<file path="config.mk">
export PLATFORM = sky130hd
export DESIGN_NAME = jtag_shift_master_flat
export DESIGN_NICKNAME = d
export VERILOG_FILES = /design/src/rtl/jtag_shift_master_if.sv /design/src/rtl/jtag_shift_master.sv /design/src/flat_wrapper.sv
export SDC_FILE = /design/constraint.sdc
export NUM_CORES = 1
export LEC_CHECK = 0
export ABC_AREA = 1
export BUFFER_PORTS_ARGS = -buffer_cell sky130_fd_sc_hd__buf_2
export CAP_MARGIN = 20
export CORE_MARGIN = 3
export CORE_UTILIZATION = 25
export DETAILED_ROUTE_END_ITERATION = 8
export GPL_ROUTABILITY_DRIVEN = 0
export SYNTH_ARGS = -nofsm -noshare
export SYNTH_HDL_FRONTEND = slang
export SYNTH_SLANG_ARGS = --single-unit
export TNS_END_PERCENT = 50
</file>
<file path="constraint.sdc">
create_clock -name clk -period 6.15 [get_ports clk]
set_input_delay 1.23 -clock clk [delete_from_list [all_inputs] [get_ports clk]]
set_output_delay 1.23 -clock clk [all_outputs]
set_load 0.02 [all_outputs]
</file>
<file path="src/rtl/jtag_shift_master_if.sv">
// Command/response handshake between a host and jtag_shift_master.
interface jtag_shift_master_if;
  logic        cmd_valid;
  logic        cmd_ready;
  logic [1:0]  cmd_op;
  logic [4:0]  cmd_len;
  logic [31:0] cmd_data;
  logic        rsp_valid;
  logic [31:0] rsp_data;

  modport master (
    output cmd_valid, cmd_op, cmd_len, cmd_data,
    input  cmd_ready, rsp_valid, rsp_data
  );

  modport slave (
    input  cmd_valid, cmd_op, cmd_len, cmd_data,
    output cmd_ready, rsp_valid, rsp_data
  );
endinterface

</file>
<file path="src/rtl/jtag_shift_master.sv">
// Host-side JTAG driver: runs TAP reset, IR and DR scans from single commands.
// TCK is derived from clk (half-period CLK_DIV cycles). TMS/TDI change at the
// start of each TCK low phase; TDO is captured on the TCK rising edge.
// Optional feature macro JTAG_MASTER_RTI_EN: append RTI_CYCLES Run-Test/Idle
// TCK cycles after every IR/DR scan before responding.
module jtag_shift_master #(
  parameter int unsigned CLK_DIV    = 5,
  parameter int unsigned RTI_CYCLES = 2
) (
  input  logic                clk,
  input  logic                rst,
  jtag_shift_master_if.slave  bus,
  output logic                tck,
  output logic                tms,
  output logic                tdi,
  input  logic                tdo
);

  localparam int unsigned DIV_W  = (CLK_DIV > 1) ? $clog2(CLK_DIV) : 1;
  // Edge counter also has to hold the Run-Test/Idle tail length.
  localparam int unsigned EDGE_W = ($clog2(RTI_CYCLES + 1) > 6) ? $clog2(RTI_CYCLES + 1) : 6;
  localparam logic [DIV_W-1:0] DIV_LAST = DIV_W'(CLK_DIV - 1);

  localparam logic [1:0] OP_RESET = 2'b00;
  localparam logic [1:0] OP_IR    = 2'b01;
  localparam logic [1:0] OP_RSVD  = 2'b11;

`ifdef JTAG_MASTER_RTI_EN
  localparam logic [EDGE_W-1:0] RTI_LAST = EDGE_W'(RTI_CYCLES - 1);
`endif

  typedef enum logic [2:0] {
    RESET_SEQ,
    IDLE,
    PRE,
    SHIFT,
    POST,
`ifdef JTAG_MASTER_RTI_EN
    RTI,
`endif
    DONE
  } state_t;

  state_t             state;
  logic [DIV_W-1:0]   div_cnt;
  logic [EDGE_W-1:0]  edge_cnt;
  logic [4:0]         shift_idx;
  logic [4:0]         len_q;
  logic [1:0]         op_q;
  logic [31:0]        data_q;
  logic [31:0]        cap_q;
  logic               seq_rsp;

  logic               div_end;
  logic               accept;
  logic               tck_busy;
  logic [4:0]         shift_nxt;
  logic [EDGE_W-1:0]  pre_last;

  assign div_end   = (div_cnt == DIV_LAST);
  assign accept    = bus.cmd_ready && bus.cmd_valid;
  assign shift_nxt = shift_idx + 5'd1;

  // States that toggle TCK, and the last preamble edge index per scan type.
  always_comb begin
    tck_busy = 1'b0;
    pre_last = (op_q == OP_IR) ? EDGE_W'(3) : EDGE_W'(2);
    case (state)
      RESET_SEQ, PRE, SHIFT, POST: tck_busy = 1'b1;
`ifdef JTAG_MASTER_RTI_EN
      RTI:                         tck_busy = 1'b1;
`endif
      default:                     tck_busy = 1'b0;
    endcase
  end

  // Command FSM, TCK divider and TMS/TDI sequencing.
  always_ff @(posedge clk or posedge rst) begin
    if (rst) begin
      state         <= RESET_SEQ;
      div_cnt       <= '0;
      edge_cnt      <= '0;
      shift_idx     <= '0;
      len_q         <= '0;
      op_q          <= OP_RESET;
      data_q        <= '0;
      cap_q         <= '0;
      seq_rsp       <= 1'b0;
      tck           <= 1'b0;
      tms           <= 1'b1;
      tdi           <= 1'b0;
      bus.cmd_ready <= 1'b0;
      bus.rsp_valid <= 1'b0;
      bus.rsp_data  <= '0;
    end else if (accept) begin
      op_q          <= bus.cmd_op;
      len_q         <= bus.cmd_len;
      data_q        <= bus.cmd_data;
      cap_q         <= '0;
      div_cnt       <= '0;
      edge_cnt      <= '0;
      shift_idx     <= '0;
      tck           <= 1'b0;
      tdi           <= 1'b0;
      bus.cmd_ready <= 1'b0;
      bus.rsp_valid <= 1'b0;
      case (bus.cmd_op)
        OP_RSVD: begin
          // No TCK activity: answer with zero data on the next cycle.
          state         <= DONE;
          bus.rsp_valid <= 1'b1;
          bus.rsp_data  <= '0;
        end
        OP_RESET: begin
          state   <= RESET_SEQ;
          seq_rsp <= 1'b1;
          tms     <= 1'b1;
        end
        default: begin
          state <= PRE;
          tms   <= 1'b1;
        end
      endcase
    end else if (state == DONE) begin
      state         <= IDLE;
      bus.rsp_valid <= 1'b0;
      bus.cmd_ready <= 1'b1;
    end else if (tck_busy) begin
      if (!div_end) begin
        div_cnt <= div_cnt + 1'b1;
      end else begin
        div_cnt <= '0;
        if (!tck) begin
          // Rising TCK: sample TDO on shift edges.
          tck <= 1'b1;
          if (state == SHIFT) cap_q[shift_idx] <= tdo;
        end else begin
          // Falling TCK: the edge is complete, set up the next one.
          tck <= 1'b0;
          case (state)
            RESET_SEQ: begin
              if (edge_cnt == EDGE_W'(5)) begin
                edge_cnt      <= '0;
                seq_rsp       <= 1'b0;
                bus.cmd_ready <= 1'b1;
                if (seq_rsp) begin
                  state         <= DONE;
                  bus.rsp_valid <= 1'b1;
                  bus.rsp_data  <= '0;
                end else begin
                  state <= IDLE;
                end
              end else begin
                edge_cnt <= edge_cnt + 1'b1;
                tms      <= (edge_cnt != EDGE_W'(4));
              end
            end
            PRE: begin
              if (edge_cnt == pre_last) begin
                state    <= SHIFT;
                edge_cnt <= '0;
                tms      <= (len_q == 5'd0);
                tdi      <= data_q[0];
              end else begin
                edge_cnt <= edge_cnt + 1'b1;
                tms      <= (op_q == OP_IR) && (edge_cnt == '0);
              end
            end
            SHIFT: begin
              if (shift_idx == len_q) begin
                state <= POST;
                tms   <= 1'b1;
                tdi   <= 1'b0;
              end else begin
                shift_idx <= shift_nxt;
                tms       <= (shift_nxt == len_q);
                tdi       <= data_q[shift_nxt];
              end
            end
            POST: begin
              if (edge_cnt == '0) begin
                edge_cnt <= EDGE_W'(1);
                tms      <= 1'b0;
              end else begin
                edge_cnt <= '0;
`ifdef JTAG_MASTER_RTI_EN
                if (RTI_CYCLES == 0) begin
                  state         <= DONE;
                  bus.rsp_valid <= 1'b1;
                  bus.rsp_data  <= cap_q;
                  bus.cmd_ready <= 1'b1;
                end else begin
                  state <= RTI;
                end
`else
                state         <= DONE;
                bus.rsp_valid <= 1'b1;
                bus.rsp_data  <= cap_q;
                bus.cmd_ready <= 1'b1;
`endif
              end
            end
`ifdef JTAG_MASTER_RTI_EN
            RTI: begin
              if (edge_cnt == RTI_LAST) begin
                edge_cnt      <= '0;
                state         <= DONE;
                bus.rsp_valid <= 1'b1;
                bus.rsp_data  <= cap_q;
                bus.cmd_ready <= 1'b1;
              end else begin
                edge_cnt <= edge_cnt + 1'b1;
              end
            end
`endif
            default: begin
            end
          endcase
        end
      end
    end
  end

endmodule

</file>
<file path="src/flat_wrapper.sv">
// flat-port wrapper written by rule: the top's interface ports become plain ports
module jtag_shift_master_flat 
#(
  parameter int unsigned CLK_DIV    = 5,
  parameter int unsigned RTI_CYCLES = 2
)
  (clk, rst, tck, tms, tdi, tdo, bus_cmd_valid, bus_cmd_op, bus_cmd_len, bus_cmd_data, bus_cmd_ready, bus_rsp_valid, bus_rsp_data);
  jtag_shift_master_if bus_i ();
  input  logic clk;
  input  logic rst;
  output logic tck;
  output logic tms;
  output logic tdi;
  input  logic tdo;
  input wire logic [$bits(bus_i.cmd_valid)-1:0] bus_cmd_valid;
  input wire logic [$bits(bus_i.cmd_op)-1:0] bus_cmd_op;
  input wire logic [$bits(bus_i.cmd_len)-1:0] bus_cmd_len;
  input wire logic [$bits(bus_i.cmd_data)-1:0] bus_cmd_data;
  output wire logic [$bits(bus_i.cmd_ready)-1:0] bus_cmd_ready;
  output wire logic [$bits(bus_i.rsp_valid)-1:0] bus_rsp_valid;
  output wire logic [$bits(bus_i.rsp_data)-1:0] bus_rsp_data;
  assign bus_i.cmd_valid = bus_cmd_valid;
  assign bus_i.cmd_op = bus_cmd_op;
  assign bus_i.cmd_len = bus_cmd_len;
  assign bus_i.cmd_data = bus_cmd_data;
  assign bus_cmd_ready = bus_i.cmd_ready;
  assign bus_rsp_valid = bus_i.rsp_valid;
  assign bus_rsp_data = bus_i.rsp_data;
  jtag_shift_master #(.CLK_DIV(CLK_DIV), .RTI_CYCLES(RTI_CYCLES)) u_core (.clk(clk), .rst(rst), .bus(bus_i), .tck(tck), .tms(tms), .tdi(tdi), .tdo(tdo));
endmodule
</file>
Yosys cells after proc, flatten, opt, wreduce, memory -nomap -nowiden

Index checks and enable logic that the tools add are counted.

Bits in registers: 126
Bits of input ports: 43
Word-level logic and storage cells: 189
Output and inout port bits: 37

Muxes and demuxes: 104
Reduce and logical (&&, ||, !) cells: 35
Add/subtract/negate cells: 3
Equal/unequal tests: 29
Order comparisons: 3

Operator list:

| cell                                                                    | count |
|---|---|
| 32-bit two-way mux                                                      | 15 |
| 32-bit case mux with 2 select lines                                     | 1 |
| 1-bit two-way mux                                                       | 50 |
| 3-bit two-way mux                                                       | 14 |
| 6-bit two-way mux                                                       | 7 |
| 5-bit two-way mux                                                       | 7 |
| 32-bit bitwise mux                                                      | 1 |
| 6-bit case mux with 3 select lines                                      | 1 |
| 6-bit AND reduction                                                     | 3 |
| 8-bit AND reduction                                                     | 2 |
| 3-bit nonzero test                                                      | 5 |
| 7-bit AND reduction                                                     | 2 |
| 5-bit by 6-bit < comparator with 1-bit output, second input constant    | 2 |
| 3-bit by 1-bit inequality test with 1-bit output, second input constant | 4 |
| 4-bit by 1-bit inequality test with 1-bit output, second input constant | 3 |
| 3-bit case mux with 4 select lines                                      | 1 |
| 2-bit nonzero test                                                      | 6 |
| 5-bit equality test                                                     | 2 |
| 5-bit AND reduction                                                     | 2 |
| 3-bit equality test, second input constant                              | 3 |
| 9-bit AND reduction                                                     | 1 |
| 2-bit inequality test, second input constant                            | 4 |
| 4-bit by 2-bit inequality test with 1-bit output, second input constant | 2 |
| 4-bit nonzero test                                                      | 2 |
| other kinds (27)                                                        | 34 |

Depth between registers and ports, before layout

Word-level depth: 11
Depth in mapped cells: 12
Gate-level depth less buffers: 11

Worst setup path before layout

OpenSTA, ideal clock, no wires.

Path type: input to register
Start point: input bus_cmd_valid
End point: register u_core.cap_q[18]
Slack: 3.796 ns
Data required time: 6.010 ns
Path buffers: 2
Arrival: 2.214 ns
Stages: 8
Library setup time: 0.140 ns
Cell sequence: nand2_1 buf_2 o21ai_2 nand2_2 clkinv_4 nand3_4 buf_6 o31ai_1

Word-level cells in the longest chain between the ends: 3
Elaborated cells on any way between the ends: 8
Those cells by class: eq/ne (2); mux (1); reduce/logical (5)

RTL lines:

| what                                                    | line                     | text |
|---|---|---|
| start: declaration                                      | flat_wrapper.sv:15       | `input wire logic [$bits(bus_i.cmd_valid)-1:0] bus_cmd_valid;` |
| 1-bit logical AND (*)                                   | jtag_shift_master.sv:61  | `assign accept = bus.cmd_ready && bus.cmd_valid;` |
| 2-bit inequality test (no line) (tied with other cells) | --                       |  |
| 5-bit AND reduction (no line)                           | --                       |  |
| end signal: indexed assignment                          | jtag_shift_master.sv:136 | `if (state == SHIFT) cap_q[shift_idx] <= tdo;` |
| end: declaration                                        | jtag_shift_master.sv:51  | `logic [31:0] cap_q;` |

Mark *: on every way between the ends. The rest lies on a longest branch, timed or not.
A chain may end at the register's enable or synchronous reset.

Worst setup path in the final report

Start point: register u_core.shift_idx[0]
End point: register u_core.tdi

Word-level cells in the longest chain between the ends: 10
Elaborated cells on any way between the ends: 11
Those cells by class: add/sub (1); eq/ne (1); mux (9)

RTL lines:

| what                                      | line                     | text |
|---|---|---|
| start: declaration                        | jtag_shift_master.sv:47  | `logic [4:0] shift_idx;` |
| start signal: assignment                  | jtag_shift_master.sv:175 | `shift_idx <= shift_nxt;` |
| 5-bit by 1-bit adder with 5-bit output    | jtag_shift_master.sv:62  | `assign shift_nxt = shift_idx + 5'd1;` |
| 1-bit binary-select mux with 5-bit select | jtag_shift_master.sv:177 | `tdi <= data_q[shift_nxt];` |
| 1-bit two-way mux (not written as such)   | jtag_shift_master.sv:177 |  |
| 1-bit two-way mux (*)                     | jtag_shift_master.sv:170 | `if (shift_idx == len_q) begin` |
| 1-bit case mux with 2 select lines (*)    | jtag_shift_master.sv:140 | `case (state)` |
| 1-bit two-way mux (*)                     | jtag_shift_master.sv:133 | `if (!tck) begin` |
| 1-bit two-way mux (*)                     | jtag_shift_master.sv:129 | `if (!div_end) begin` |
| 1-bit two-way mux (*)                     | jtag_shift_master.sv:128 | `end else if (tck_busy) begin` |
| 1-bit two-way mux (*)                     | jtag_shift_master.sv:124 | `end else if (state == DONE) begin` |
| 1-bit two-way mux (*)                     | jtag_shift_master.sv:95  | `end else if (accept) begin` |
| end signal: assignment                    | jtag_shift_master.sv:163 | `tdi <= data_q[0];` |
| end signal: assignment                    | jtag_shift_master.sv:177 |  |
| end: declaration                          | jtag_shift_master.sv:15  | `output logic tdi,` |

Mark *: on every way between the ends. The rest lies on a longest branch, timed or not. The select of a mux whose other input is x is not followed.

==> results.toml <==
[placement]
place_hpwl_um = 11600
placed_cell_area_mm2 = 0.00721
numPortBuffers = 79
placedCellCount = 1189
pre_cts_ws_ns = 2.74

[logic_synthesis]
synthSimpleGateAreaFrac_pct = 23.5
synth_cell_types = 36
synth_seq_cells = 126
yosys.area_share.xor_xnor_pct = 1.60
syn_inst = 814
syn_area_mm2 = 0.00657
synth-adder-area-share_pct = 2.09
syn_nets = 868
muxShareOfSynthArea_pct = 0
synth-compound-area-share_pct = 16.8
synth_top_family_by_area = "simple AND/OR/NAND/NOR gates"
yosys_warnings = 0
avgSynthCellArea_um2 = 8.08
ys_seq_area_share_pct = 48.0

[worst_setup_path]
r2r-start = "u_core.shift_idx[0]"
slowest_stage = "dfrtp_1"
max_stage_delay_ns = 0.95
crit_path_frequent_cell = "nand3_1"
worstSetupPathType = "register to register"
cp.required_ns = 6.49
r2r_slack_ns = 2.99
r2r_end = "u_core.tdi"
crit_path_max_fanout = 31
arrival_ns = 3.50
cp_cell_sequence = "clkinv_1 > ha_1 > inv_1 > nor2_1 > nand2_1 > nand3_1 > nand3_1 > nand3_1 > nand3_1 > a21oi_1"
cp-end-kind = "register"
r2r_cells = 10
cp_top_family = "flip-flops"
path_buf_inv = 2
startpoint_type = "register"

[global_route]
grt_max_degree = 75
grt_use_total_pct = 11.9
grt_pass1_vias = 5218
antenna_found_initial = 0
grt.overflow.total = 0
grt_pass1_wl_um = 27400

[hold_path]
whs_path_depth = 2
hold_start = "u_core.bus.rsp_data[2]"
hp-class = "register to register"
min_to = "u_core.bus.rsp_data[2]"

[finish]
regArea_mm2 = 0.00315
antennaDiodeCount = 0
multiInputGateArea_mm2 = 0.00291
syn2layout_area_growth_pct = 18.4
nets = 932
fin_cells = 1220
nFillCells = 2779
layout-drive-gt1-share_pct = 19.2
design_area_mm2 = 0.00778
final_util_pct = 30.5

[sta]
worst_slack_ns = 2.99
period_share_pct = 51.5
slew_viol_final = 0
setup_viol = 0
hold_viol_final = 0
slew_headroom_pct = 37.9
finalClockSkew_ns = 0.0102
min_period_ns = 3.16
fin_tns_setup_ns = 0
worst_pin_slew_ns = 0.932
fmax_mhz = 316
rsz0062_at_grt = "no"

[clock_network]
cts.sinks = 126
ctsHoldBuffers = 0
cts_setup_buffers = 0
clk_latency_ns = 0.42
cts_max_path_buffers = 2
htreeDepth = 4
root_buffer = "clkbuf_16"
cts_made_buffers = 17
cts_tree = "yes"
cts.repair.resized = 0
clk_pin_slew_worst_paths_ns = 0.06

[power]
p_leak_nw = 3.67
worst_ir_drop_vdd_mv = 0.193
p_per_area_mw_per_mm2 = 381

[detailed_routing]
via_per_inst = 4.47
vias = 5457
dr.pass1.iters = 5
wl_per_cell_um = 13.5
antenna_left = 0
finalWirelength_um = 16500
drtIter0Drc = 453
drt_drc_violations_left = 0

[floorplanning]
dieArea_mm2 = 0.0283
start_util_pct = 25.7
fp.coreArea_mm2 = 0.0255
rows = 58
die_h_um = 168
die_w_um = 168
io-pin-count = 80

[run]
max_cap_violations = 0

[status]
outcome = "complete, no violations"
## flip-flops by register name (all words and copies together), names as in the netlist, 2 cells and up
| name | flops |
|---|---|
| u_core.data_q | 32 |
| u_core.op_q | 2 |
| u_core.state | 3 |
| u_core.cap_q | 32 |
| u_core.edge_cnt | 6 |
| u_core.len_q | 5 |
| u_core.div_cnt | 3 |
| u_core.bus.rsp_data | 32 |
| u_core.shift_idx | 5 |
## logic make-up (layout without fill, tap and decap cells)
group | count (synthesis) | after routing
compound gates | 170 | 170
xor+xnor | 12 | 12
fa+ha+maj | 11 | 11
buf+inv | 117 | 193
flops | 126 | 126
simple gates | 378 | 378
## how the worst max path moves through the flow
stage	start	endpoint	cells past startpoint
4_1_cts	u_core.shift_idx[0]	u_core.tdi	10
5_1_grt	u_core.shift_idx[0]	u_core.tdi	10
3_5_place_dp	bus_cmd_valid	u_core.cap_q[10]	10
2_1_floorplan	rst	u_core.bus.cmd_ready	1
6_report	u_core.shift_idx[0]	u_core.tdi	10
3_3_place_gp	bus_cmd_valid	u_core.cap_q[10]	10
## per-layer routing
layer | track usage (%) | up-vias | routed length, µm
li1 | - | 2773 | -
met1 | 16.6 | 2565 | 8180
met2 | 18.7 | 102 | 7510
met3 | 2.77 | 17 | 628
met4 | 3.34 | 0 | 212
met5 | 0 | - | 0
## area by class of cell
| class | instances | area share (%) |
|---|---|---|
| clock inverter | 10 | 1.46 |
| tap | 330 | 5.30 |
| clock buffer | 21 | 5.91 |
| inverter | 78 | 3.86 |
| sequential | 126 | 40.5 |
| timing repair buffer | 84 | 5.56 |
| multi-input combinational | 571 | 37.4 |
## cells in the mapped netlist (all sizes together)
| library cell | count | area (µm²) |
|---|---|---|
| dfstp | 1 | 26.3 |
| nand2 | 256 | 973 |
| nand3 | 44 | 233 |
| a41oi | 1 | 8.76 |
| nand4 | 5 | 37.5 |
| clkinv | 2 | 12.5 |
| xnor2 | 4 | 35.0 |
| nor3 | 4 | 20.0 |
| inv | 76 | 285 |
| dfrtp | 125 | 3130 |
| buf | 18 | 145 |
| xor2 | 8 | 70.1 |
| o31ai | 31 | 323 |
| ha | 11 | 138 |
| o211ai | 1 | 7.51 |
| o21ai | 107 | 611 |
| o22ai | 6 | 37.5 |
| and3 | 1 | 6.26 |
| nand3b | 1 | 7.51 |
| a21oi | 24 | 120 |
| nor2 | 67 | 269 |
| clkbuf | 21 | 80.1 |
## cells in the final DEF (no fill, tap or decap), types with 17 or more instances in the layout
cell         n
nand2_1    252
dfrtp_1    125
buf_2       79
o21ai_0     72
inv_1       70
nor2_1      61
nand3_1     43
a21oi_1     24
o21ai_2     20
o31ai_2     18
clkbuf_16   17
## power breakdown
group	internal [mW]	total [mW]	switching [mW]
combinational	0.261	0.855	0.593
clock	0.615	0.993	0.378
sequential	1.00	1.12	0.116
## metrics by stage
step / power (mW) / hold slack, ns
after floorplan: 1.78 / 0.444
after global placement: 1.98 / 0.459
after detailed placement: 1.99 / 0.464
after CTS: 2.99 / 0.478
after global routing: 3.18 / 0.496
final: 2.97 / 0.475
## tightest hold or removal path: stages (launching register included)
cell,delay (ns)
dfrtp_1,0.33
nand2_1,0.06
o21ai_2,0.05
Power figures use the tool's default switching activity.
